--- config.mk ---
export PLATFORM = sky130hd
export DESIGN_NAME = hex_seg_decode
export DESIGN_NICKNAME = d
export VERILOG_FILES = /design/src/rtl/hex_seg_pkg.sv /design/src/rtl/seg7_to_nibble.sv /design/src/rtl/hex_seg_decode.sv
export SDC_FILE = /design/constraint.sdc
export NUM_CORES = 1
export LEC_CHECK = 0
export ABC_AREA = 0
export CAP_MARGIN = 20
export CORE_MARGIN = 2
export CORE_UTILIZATION = 50
export DETAILED_ROUTE_END_ITERATION = 8
export GPL_ROUTABILITY_DRIVEN = 0
export PLACE_DENSITY = 0.72
export SYNTH_ARGS = -nofsm -noshare
export SYNTH_HDL_FRONTEND = slang
export SYNTH_HIERARCHICAL = 1
export SYNTH_SLANG_ARGS = --single-unit
--- constraint.sdc ---
create_clock -name clk_i -period 7.25 [get_ports clk_i]
set_input_delay 1.45 -clock clk_i [delete_from_list [all_inputs] [get_ports clk_i]]
set_output_delay 1.45 -clock clk_i [all_outputs]
set_load 0.1 [all_outputs]
--- src/rtl/hex_seg_pkg.sv ---
// Shared definitions for the seven-segment scanner decoder: pattern table,
// FSM states and error cause codes.
package hex_seg_pkg;

  typedef enum logic [1:0] {
    S_HI  = 2'b00,
    S_MID = 2'b01,
    S_LO  = 2'b10
  } state_e;

  localparam logic [1:0] ERR_NONE     = 2'b00;
  localparam logic [1:0] ERR_ILLEGAL  = 2'b01;
  localparam logic [1:0] ERR_SEQUENCE = 2'b10;

  // Active-low {g,f,e,d,c,b,a} pattern for each nibble, index = nibble value.
  localparam logic [15:0][6:0] SEG_TABLE = {
    7'h0E, 7'h06, 7'h21, 7'h46, 7'h03, 7'h08, 7'h10, 7'h00,
    7'h58, 7'h02, 7'h12, 7'h19, 7'h30, 7'h24, 7'h79, 7'h40
  };

endpackage

--- src/rtl/seg7_to_nibble.sv ---
// Combinational lookup of an active-low segment pattern into its hex nibble;
// legal_o is low for any pattern outside the table.
module seg7_to_nibble
  import hex_seg_pkg::*;
(
  input  logic [6:0] seg_i,
  output logic [3:0] nibble_o,
  output logic       legal_o
);

  always_comb begin
    nibble_o = 4'h0;
    legal_o  = 1'b0;
    for (int i = 0; i < 16; i++) begin
      if (seg_i == SEG_TABLE[i[3:0]]) begin
        nibble_o = i[3:0];
        legal_o  = 1'b1;
      end
    end
  end

endmodule

--- src/rtl/hex_seg_decode.sv ---
// Samples a multiplexed 3-digit seven-segment display, debounces each digit
// and assembles high/middle/low nibbles into a 12-bit word.
module hex_seg_decode
  import hex_seg_pkg::*;
#(
  parameter int unsigned STABLE_CYCLES = 4
) (
  input  logic        clk_i,
  input  logic        rst_ni,
  input  logic [6:0]  seg_i,
  input  logic [2:0]  dig_sel_i,
  output logic [11:0] data_out_o,
  output logic        data_valid_o,
  output logic        err_o,
  output logic [1:0]  err_code_o
);

  localparam logic [3:0] CNT_LAST = 4'(STABLE_CYCLES - 1);
  localparam logic [3:0] CNT_PRE  = 4'(STABLE_CYCLES - 2);

  logic [6:0]  seg_meta_q, seg_sync_q;
  logic [2:0]  sel_meta_q, sel_sync_q;
  logic [9:0]  pair_prev_q;
  logic [3:0]  cnt_q, cnt_d;
  logic        same, one_hot, accept;
  logic [3:0]  nibble;
  logic        legal;

  state_e      state_q, state_d;
  logic [3:0]  hi_q, hi_d, mid_q, mid_d;
  logic [11:0] data_q, data_d;
  logic        valid_q, valid_d, err_q, err_d;
  logic [1:0]  code_q, code_d;

  always_ff @(posedge clk_i or negedge rst_ni) begin
    if (!rst_ni) begin
      seg_meta_q  <= '0;
      seg_sync_q  <= '0;
      sel_meta_q  <= '0;
      sel_sync_q  <= '0;
      pair_prev_q <= '0;
      cnt_q       <= '0;
    end else begin
      seg_meta_q  <= seg_i;
      seg_sync_q  <= seg_meta_q;
      sel_meta_q  <= dig_sel_i;
      sel_sync_q  <= sel_meta_q;
      pair_prev_q <= {sel_sync_q, seg_sync_q};
      cnt_q       <= cnt_d;
    end
  end

  // Accept fires on the edge the counter moves onto its last value, so the
  // saturated count never re-triggers until the pair changes.
  always_comb begin
    same    = ({sel_sync_q, seg_sync_q} == pair_prev_q);
    one_hot = $onehot(sel_sync_q);
    accept  = same && one_hot && (cnt_q == CNT_PRE);
    if (!same || !one_hot) begin
      cnt_d = '0;
    end else if (cnt_q != CNT_LAST) begin
      cnt_d = cnt_q + 4'd1;
    end else begin
      cnt_d = cnt_q;
    end
  end

  seg7_to_nibble u_lookup (
    .seg_i    (seg_sync_q),
    .nibble_o (nibble),
    .legal_o  (legal)
  );

  always_ff @(posedge clk_i or negedge rst_ni) begin
    if (!rst_ni) begin
      state_q <= S_HI;
    end else begin
      state_q <= state_d;
    end
  end

  always_comb begin
    state_d = state_q;
    if (accept) begin
      if (!legal) begin
        state_d = S_HI;
      end else begin
        case (state_q)
          S_HI: begin
            if (sel_sync_q[2]) state_d = S_MID;
          end
          S_MID: begin
            if (sel_sync_q[1])      state_d = S_LO;
            else if (sel_sync_q[0]) state_d = S_HI;
          end
          S_LO: begin
            if (sel_sync_q[2]) state_d = S_MID;
            else               state_d = S_HI;
          end
          default: state_d = S_HI;
        endcase
      end
    end
  end

  // Illegal patterns are classified before any sequence check.
  always_comb begin
    hi_d    = hi_q;
    mid_d   = mid_q;
    data_d  = data_q;
    valid_d = 1'b0;
    err_d   = 1'b0;
    code_d  = code_q;
    if (accept) begin
      if (!legal) begin
        err_d  = 1'b1;
        code_d = ERR_ILLEGAL;
        hi_d   = '0;
        mid_d  = '0;
      end else begin
        case (state_q)
          S_HI: begin
            if (sel_sync_q[2]) hi_d = nibble;
          end
          S_MID: begin
            if (sel_sync_q[2]) begin
              hi_d = nibble;
            end else if (sel_sync_q[1]) begin
              mid_d = nibble;
            end else begin
              err_d  = 1'b1;
              code_d = ERR_SEQUENCE;
              hi_d   = '0;
              mid_d  = '0;
            end
          end
          S_LO: begin
            if (sel_sync_q[2]) begin
              hi_d = nibble;
            end else if (sel_sync_q[0]) begin
              data_d  = {hi_q, mid_q, nibble};
              valid_d = 1'b1;
            end else begin
              err_d  = 1'b1;
              code_d = ERR_SEQUENCE;
              hi_d   = '0;
              mid_d  = '0;
            end
          end
          default: begin
            hi_d  = '0;
            mid_d = '0;
          end
        endcase
      end
    end
  end

  always_ff @(posedge clk_i or negedge rst_ni) begin
    if (!rst_ni) begin
      hi_q    <= '0;
      mid_q   <= '0;
      data_q  <= '0;
      valid_q <= 1'b0;
      err_q   <= 1'b0;
      code_q  <= ERR_NONE;
    end else begin
      hi_q    <= hi_d;
      mid_q   <= mid_d;
      data_q  <= data_d;
      valid_q <= valid_d;
      err_q   <= err_d;
      code_q  <= code_d;
    end
  end

  assign data_out_o   = data_q;
  assign data_valid_o = valid_q;
  assign err_o        = err_q;
  assign err_code_o   = code_q;

endmodule

**Word level (Yosys, flattened, before mapping)**

Index checks and enable logic that the tools add are counted.

- Bits in registers: 60
- Latch bits: 0
- RAM bits: 0
- Bits in read-only memories: 0
- Input port bits: 12
- Output and inout port bits: 16
- Word-level logic and storage cells: 130
- Memories: 0

- Add/sub/neg operators: 3
- $mul: 0
- Div/mod/pow operators: 0
- $lt $le $gt $ge: 0
- Equality and inequality tests: 31
- Shift-type cells: 0
- Muxes and demuxes: 69
- Bitwise operators: 1
- Reductions and logical operators: 13

Operator list:

| kind | count |
|---|---|
| 4-bit two-way mux | 20 |
| 1-bit two-way mux | 29 |
| 7-bit equality test (second input constant) | 4 |
| 4-bit one-hot mux with 3 select lines | 2 |
| 2-bit two-way mux | 11 |
| 7-bit by 5-bit equality test with 1-bit output (second input constant) | 3 |
| 7-bit by 6-bit equality test with 1-bit output (second input constant) | 3 |
| 3-bit inequality test (second input constant) | 5 |
| 7-bit by 2-bit equality test with 1-bit output (second input constant) | 2 |
| 7-bit by 4-bit equality test with 1-bit output (second input constant) | 2 |
| 3-bit two-way mux | 4 |
| 4-bit inequality test (second input constant) | 3 |
| 10-bit equality test | 1 |
| 5-bit AND reduction | 2 |
| 7-bit by 3-bit equality test with 1-bit output (second input constant) | 1 |
| 7-bit logical NOT | 1 |
| 2-bit one-hot mux with 3 select lines | 1 |
| 6-bit AND reduction | 1 |
| 4-bit by 1-bit adder with 4-bit output (second input constant) | 1 |
| 2-bit by 1-bit equality test with 1-bit output (second input constant) | 2 |
| 4-bit by 2-bit equality test with 1-bit output (second input constant) | 1 |
| 4-bit by 2-bit inequality test with 1-bit output (second input constant) | 1 |
| 2-bit one-hot mux with 2 select lines | 1 |
| 4-bit AND reduction | 1 |
| other kinds (13) | 15 |

**Depth between registers and ports, before layout**

- Word-level depth: 20
- Gate-level depth with buffers: 10
- Depth with buffers taken out: 8

**Hierarchy**

The synthesis kept the hierarchy.

By module, submodules not included:

| module | times used | cells each | area each (µm²) | sequential area each (µm²) |
|---|---|---|---|---|
| hex_seg_decode | 1 | 178 | 2354.8 | 1501.4 |
| seg7_to_nibble | 1 | 48 | 327.8 | 0.0 |

**Worst setup path before layout**

Ideal clock, no wire load.

- Path kind: reg2reg
- Start point: register seg_sync_q[1]
- End point: register data_q[10], in the netlist data_out_o[10]
- Setup time: 0.128 ns
- Arrival: 2.419 ns
- Data required time: 7.122 ns
- Slack: 4.703 ns
- Stages on the path, launching flop included: 11
- Path buffers: 3
- Clock period less this slack: 2.547 ns
- Path through: dfrtp_1 -> buf_6 -> or4b_1 -> nor3_2 -> nor2_1 -> nand4_1 -> clkbuf_1 -> nand3_1 -> nor2_2 -> buf_6 -> mux2_1

- Longest elaborated chain between the ends: 18
- Elaborated cells on any way between the ends: 36
- Those cells by class: eq/ne: 16; mux: 16; reduce/logical: 4

RTL lines:

| element | RTL line | source |
|---|---|---|
| start, declared | hex_seg_decode.sv:21 | `logic [6:0] seg_meta_q, seg_sync_q;` |
| start signal, assigned | hex_seg_decode.sv:45 | `seg_sync_q <= seg_meta_q;` |
| 7-bit equality test | seg7_to_nibble.sv:15 | `if (seg_i == SEG_TABLE[i[3:0]]) begin` |
| 1-bit two-way mux (15 in a row) | seg7_to_nibble.sv:15 |  |
| 1-bit two-way mux (*) | seg7_to_nibble.sv:15 |  |
| net legal | hex_seg_decode.sv:27 | `logic legal;` |
| 5-bit AND reduction (no line) (*) | n/a |  |
| end signal, assigned | hex_seg_decode.sv:170 | `data_q <= data_d;` |
| end, declared | hex_seg_decode.sv:31 | `logic [11:0] data_q, data_d;` |

The timed path passes the listed nets; every way through them passes the cells marked *.
A chain may end at the register's enable or synchronous reset.

**Worst setup path in the final report**

- Start point: register code_q[1], in the netlist err_code_o[1]
- End point: output err_code_o[1]

RTL lines:

| element | RTL line | source |
|---|---|---|
| start, declared | hex_seg_decode.sv:33 | `logic [1:0] code_q, code_d;` |
| start signal, assigned | hex_seg_decode.sv:173 | `code_q <= code_d;` |
| end, declared | hex_seg_decode.sv:15 | `output logic [1:0] err_code_o` |

No word-level cell between the ends.

==> reports/summary.log <==
[drt] Vias 1699
[synth] syn nets 247
[synth] cells after synthesis 226
[critical_path] startpoint of the most critical register-to-register path seg_sync_q[0]
[timing] RSZ-0062 raised after global routing false
[clock_tree] quantity of gates resized following cts 0
[drt] Avg Vias per Cell 5.13
[power] P_leak 1.42 nW
[critical_path] count of buffering cells on the critical path with inverters included 1
[timing] Slew HR 35.0%
[layout] ratio of cells with drive above 1 in the final layout 10.3%
[synth] mean post-synth cell area 11.9 um^2
[floorplan] height of the die 77.2 um
[global_route] global-route wire length before repair 8020 um
[layout] sequential cell area in the final layout 1500 um^2
[layout] number of diodes 0
[critical_path] maximum cell stage delay along the critical path 1140 ps
[floorplan] width of the die 77.2 um
[clock_tree] number of levels in the clock H-tree 3
[critical_path] crit end category primary output
[critical_path] crit path max-delay cell type sky130_fd_sc_hd__clkdlybuf4s50_1
[timing] number of pins with negative max-slew slack in the final report 0
[clock_tree] CTS tree yes
[critical_path] series of cell instances along the critical path clkdlybuf4s50_1
[drt] DR iter-0 viols 76
[timing] Setup violations, final 0
[synth] fraction of synthesis flops using an asynchronous set or reset pin 100%
[floorplan] core region area 5140 um^2
[global_route] initial antenna violation count 0
[drt] mean routed wirelength per cell 13.7 um
[run] total of max-cap violations 0
[power] Peak supply drop 0.140 mV
[synth] cell accounting for the most synthesized area sky130_fd_sc_hd__dfrtp_1
[clock_tree] Setup Fix Bufs, Post-CTS 0
[layout] fin cells 331
[timing] slew at the pin closest to its max-slew limit 972 ps
[timing] clk_skew 6.76 ps
[layout] number of nets in the finished design 277
[layout] synthesis-to-finish area growth 18.8%
[drt] uppermost layer routed met4
[global_route] largest net degree at the start of global routing 61
[synth] proportion of synthesized chip area in sequential cells 56.0%
[synth] total of flip-flops plus latches after synthesis 60
[critical_path] crit-path leading delay family buffers and inverters
[floorplan] die outline area 5970 um^2
[place] HPWL after detailed placement 3010 um
[power] final total power 684 uW
[worst_hold_path] type of the most critical hold path reg -> reg
[floorplan] Core Rows 26
[clock_tree] number of buffers inserted for hold repair after clock tree synthesis 0
[synth] Yosys top cell area share 56.0%
[critical_path] Worst Setup Path Type reg -> out
[timing] Final period util 45.5%
[layout] number of fillers in the final layout 445
[synth] ys flop type sky130_fd_sc_hd__dfrtp_1
[power] Cell Pwr Density 215 nW/um^2
[floorplan] count of boundary I/O pins 28
[drt] total wirelength of the detailed-routed design 4520 um
[drt] met2 wire len 2110 um
[synth] number of synthesized flops with an enable pin 0
[clock_tree] number of buffers inserted during clock tree synthesis 9
[timing] clock period minus worst slack 3300 ps
[drt] number of design rule violations left after detail routing 0
[clock_tree] Root Buffer Master sky130_fd_sc_hd__clkbuf_8
[critical_path] Worst Path Arrival 1850 ps
[status] outcome finished, final reports clean
[global_route] all-layer global routing usage 17.7%
[clock_tree] Clock Sinks 60
[drt] length of routed wiring on met1 2140 um
[synth] synth top area cells sky130_fd_sc_hd__dfrtp_1, sky130_fd_sc_hd__mux2_1, sky130_fd_sc_hd__ha_1, sky130_fd_sc_hd__xor2_1, sky130_fd_sc_hd__mux2i_1
[critical_path] crit path from err_code_o[1]
[synth] Yosys cell types 45
[synth] number of warnings issued by yosys 6
[place] number of instances in the placed design 315
[synth] Post-Synthesis Cell Area 2680 um^2
[drt] remaining number of nets flagged by the antenna check after routing 0
[drt] met3 wirelength from detailed routing 192 um
[place] count of port buffers added during placement 27
[floorplan] Starting Density 52.2%
[worst_hold_path] Hold Crit Start seg_meta_q[5]
[clock_tree] later-pin clock latency in the skew report 340 ps
[drt] first drt pass iteration count 5
[timing] Achievable Freq 0.303 GHz
[clock_tree] clock-pin slew on the worst setup and hold paths 70 ps
[critical_path] critical path startpoint category flop
[global_route] vias in the first global route 1702
[timing] Hold Violations, Final 0
[global_route] total overflow reported by the global router 0
[clock_tree] worst-case clock buffer depth 2
[timing] setup_tns 0 ps
[critical_path] data required time at the worst endpoint 5800 ps
[critical_path] crit-path max FO 2
[layout] multi-input combinational cell area 1060 um^2
## per-layer routing
layer  vias to the layer above  track usage (%)
li1                        830                -
met1                       833             23.4
met2                        28             25.7
met3                         8             6.82
met4                         0             8.21
met5                         -                0
## cells in the final DEF (no fill, tap or decap), types with 5 or more instances in the layout
cell type,instances
sky130_fd_sc_hd__dfrtp_1,60
sky130_fd_sc_hd__clkdlybuf4s50_1,26
sky130_fd_sc_hd__nand2_1,18
sky130_fd_sc_hd__inv_1,16
sky130_fd_sc_hd__mux2_1,14
sky130_fd_sc_hd__xor2_1,11
sky130_fd_sc_hd__nor2_1,11
sky130_fd_sc_hd__clkbuf_8,9
sky130_fd_sc_hd__a21oi_1,8
sky130_fd_sc_hd__mux2i_1,8
sky130_fd_sc_hd__ha_1,8
sky130_fd_sc_hd__nand2b_1,5
sky130_fd_sc_hd__o21ai_1,5
## final timing paths
check | endpoint | slack (ps) | cells after the start
setup / recovery | err_code_o[1] | 3950 | 1
hold / removal | seg_sync_q[5] | 350 | 0
setup reg to reg | data_out_o[11] | 4230 | 7
hold reg to reg | seg_sync_q[5] | 350 | 0
max in group asynchronous | data_out_o[4] | 5500 | 2
min in group asynchronous | seg_meta_q[4] | 1240 | 2
## final cells by class
class                      count  area share [%]
sequential                    60            47.1
multi-input combinational    140            33.3
timing repair buffer          28            8.56
clock buffer                   9            3.89
tap                           70            2.75
clock inverter                 7            2.36
inverter                      17            2.00
## synthesized netlist by cell type, drive strengths merged, types with 2 or more instances
cell type	number
nor3b	2
nand3	4
and2	2
nand2b	5
ha	8
nor2	13
nor3	5
o21ai	9
xnor2	2
buf	8
nand2	18
inv	17
nand4	4
a21o	2
dfrtp	60
nand3b	3
a21oi	8
a211oi	3
nor4	3
mux2	14
o22a	2
xor2	11
mux2i	8
## sequential cells by signal, summed over array words and instances (netlist names)
| register | count |
|---|---|
| cnt_q | 4 |
| data_out_o | 12 |
| data_valid_o | 1 |
| err_code_o | 2 |
| err_o | 1 |
| hi_q | 4 |
| mid_q | 4 |
| pair_prev_q | 10 |
| seg_meta_q | 7 |
| seg_sync_q | 7 |
| sel_meta_q | 3 |
| sel_sync_q | 3 |
| state_q | 2 |
## where the power goes
group | switching, mW | internal, mW | leakage, nW
Combinational | 0.0186 | 0.0143 | 0.557
Clock | 0.137 | 0.159 | 0.0918
Sequential | 0.0111 | 0.343 | 0.769
Total | 0.167 | 0.517 | 1.42
## per-stage QoR
stage          cell area (um^2)  worst slack [ps]  util [%]  hold slack, ps
2_1_floorplan              2680              4700         -             331
3_3_place_gp               2990              4310      58.1             331
3_5_place_dp               2990              4240      58.1             335
4_1_cts                    3190              3920      62.0             350
5_1_grt                    3190              3900      62.0             357
6_report                   3190              3950      62.0             347
## cells by family after synthesis
| logic type | count (synthesis) | synth area share, % |
|---|---|---|
| AND/OR/NAND/NOR | 66 | 14.9 |
| flip-flops | 60 | 56.0 |
| AO/OA/AOI/OAI | 30 | 7.09 |
| buffers and inverters | 26 | 4.48 |
| multiplexers | 22 | 8.86 |
| XOR/XNOR | 13 | 4.24 |
| adder cells (fa/ha/maj) | 9 | 4.48 |
Power figures use the tool's default switching activity.
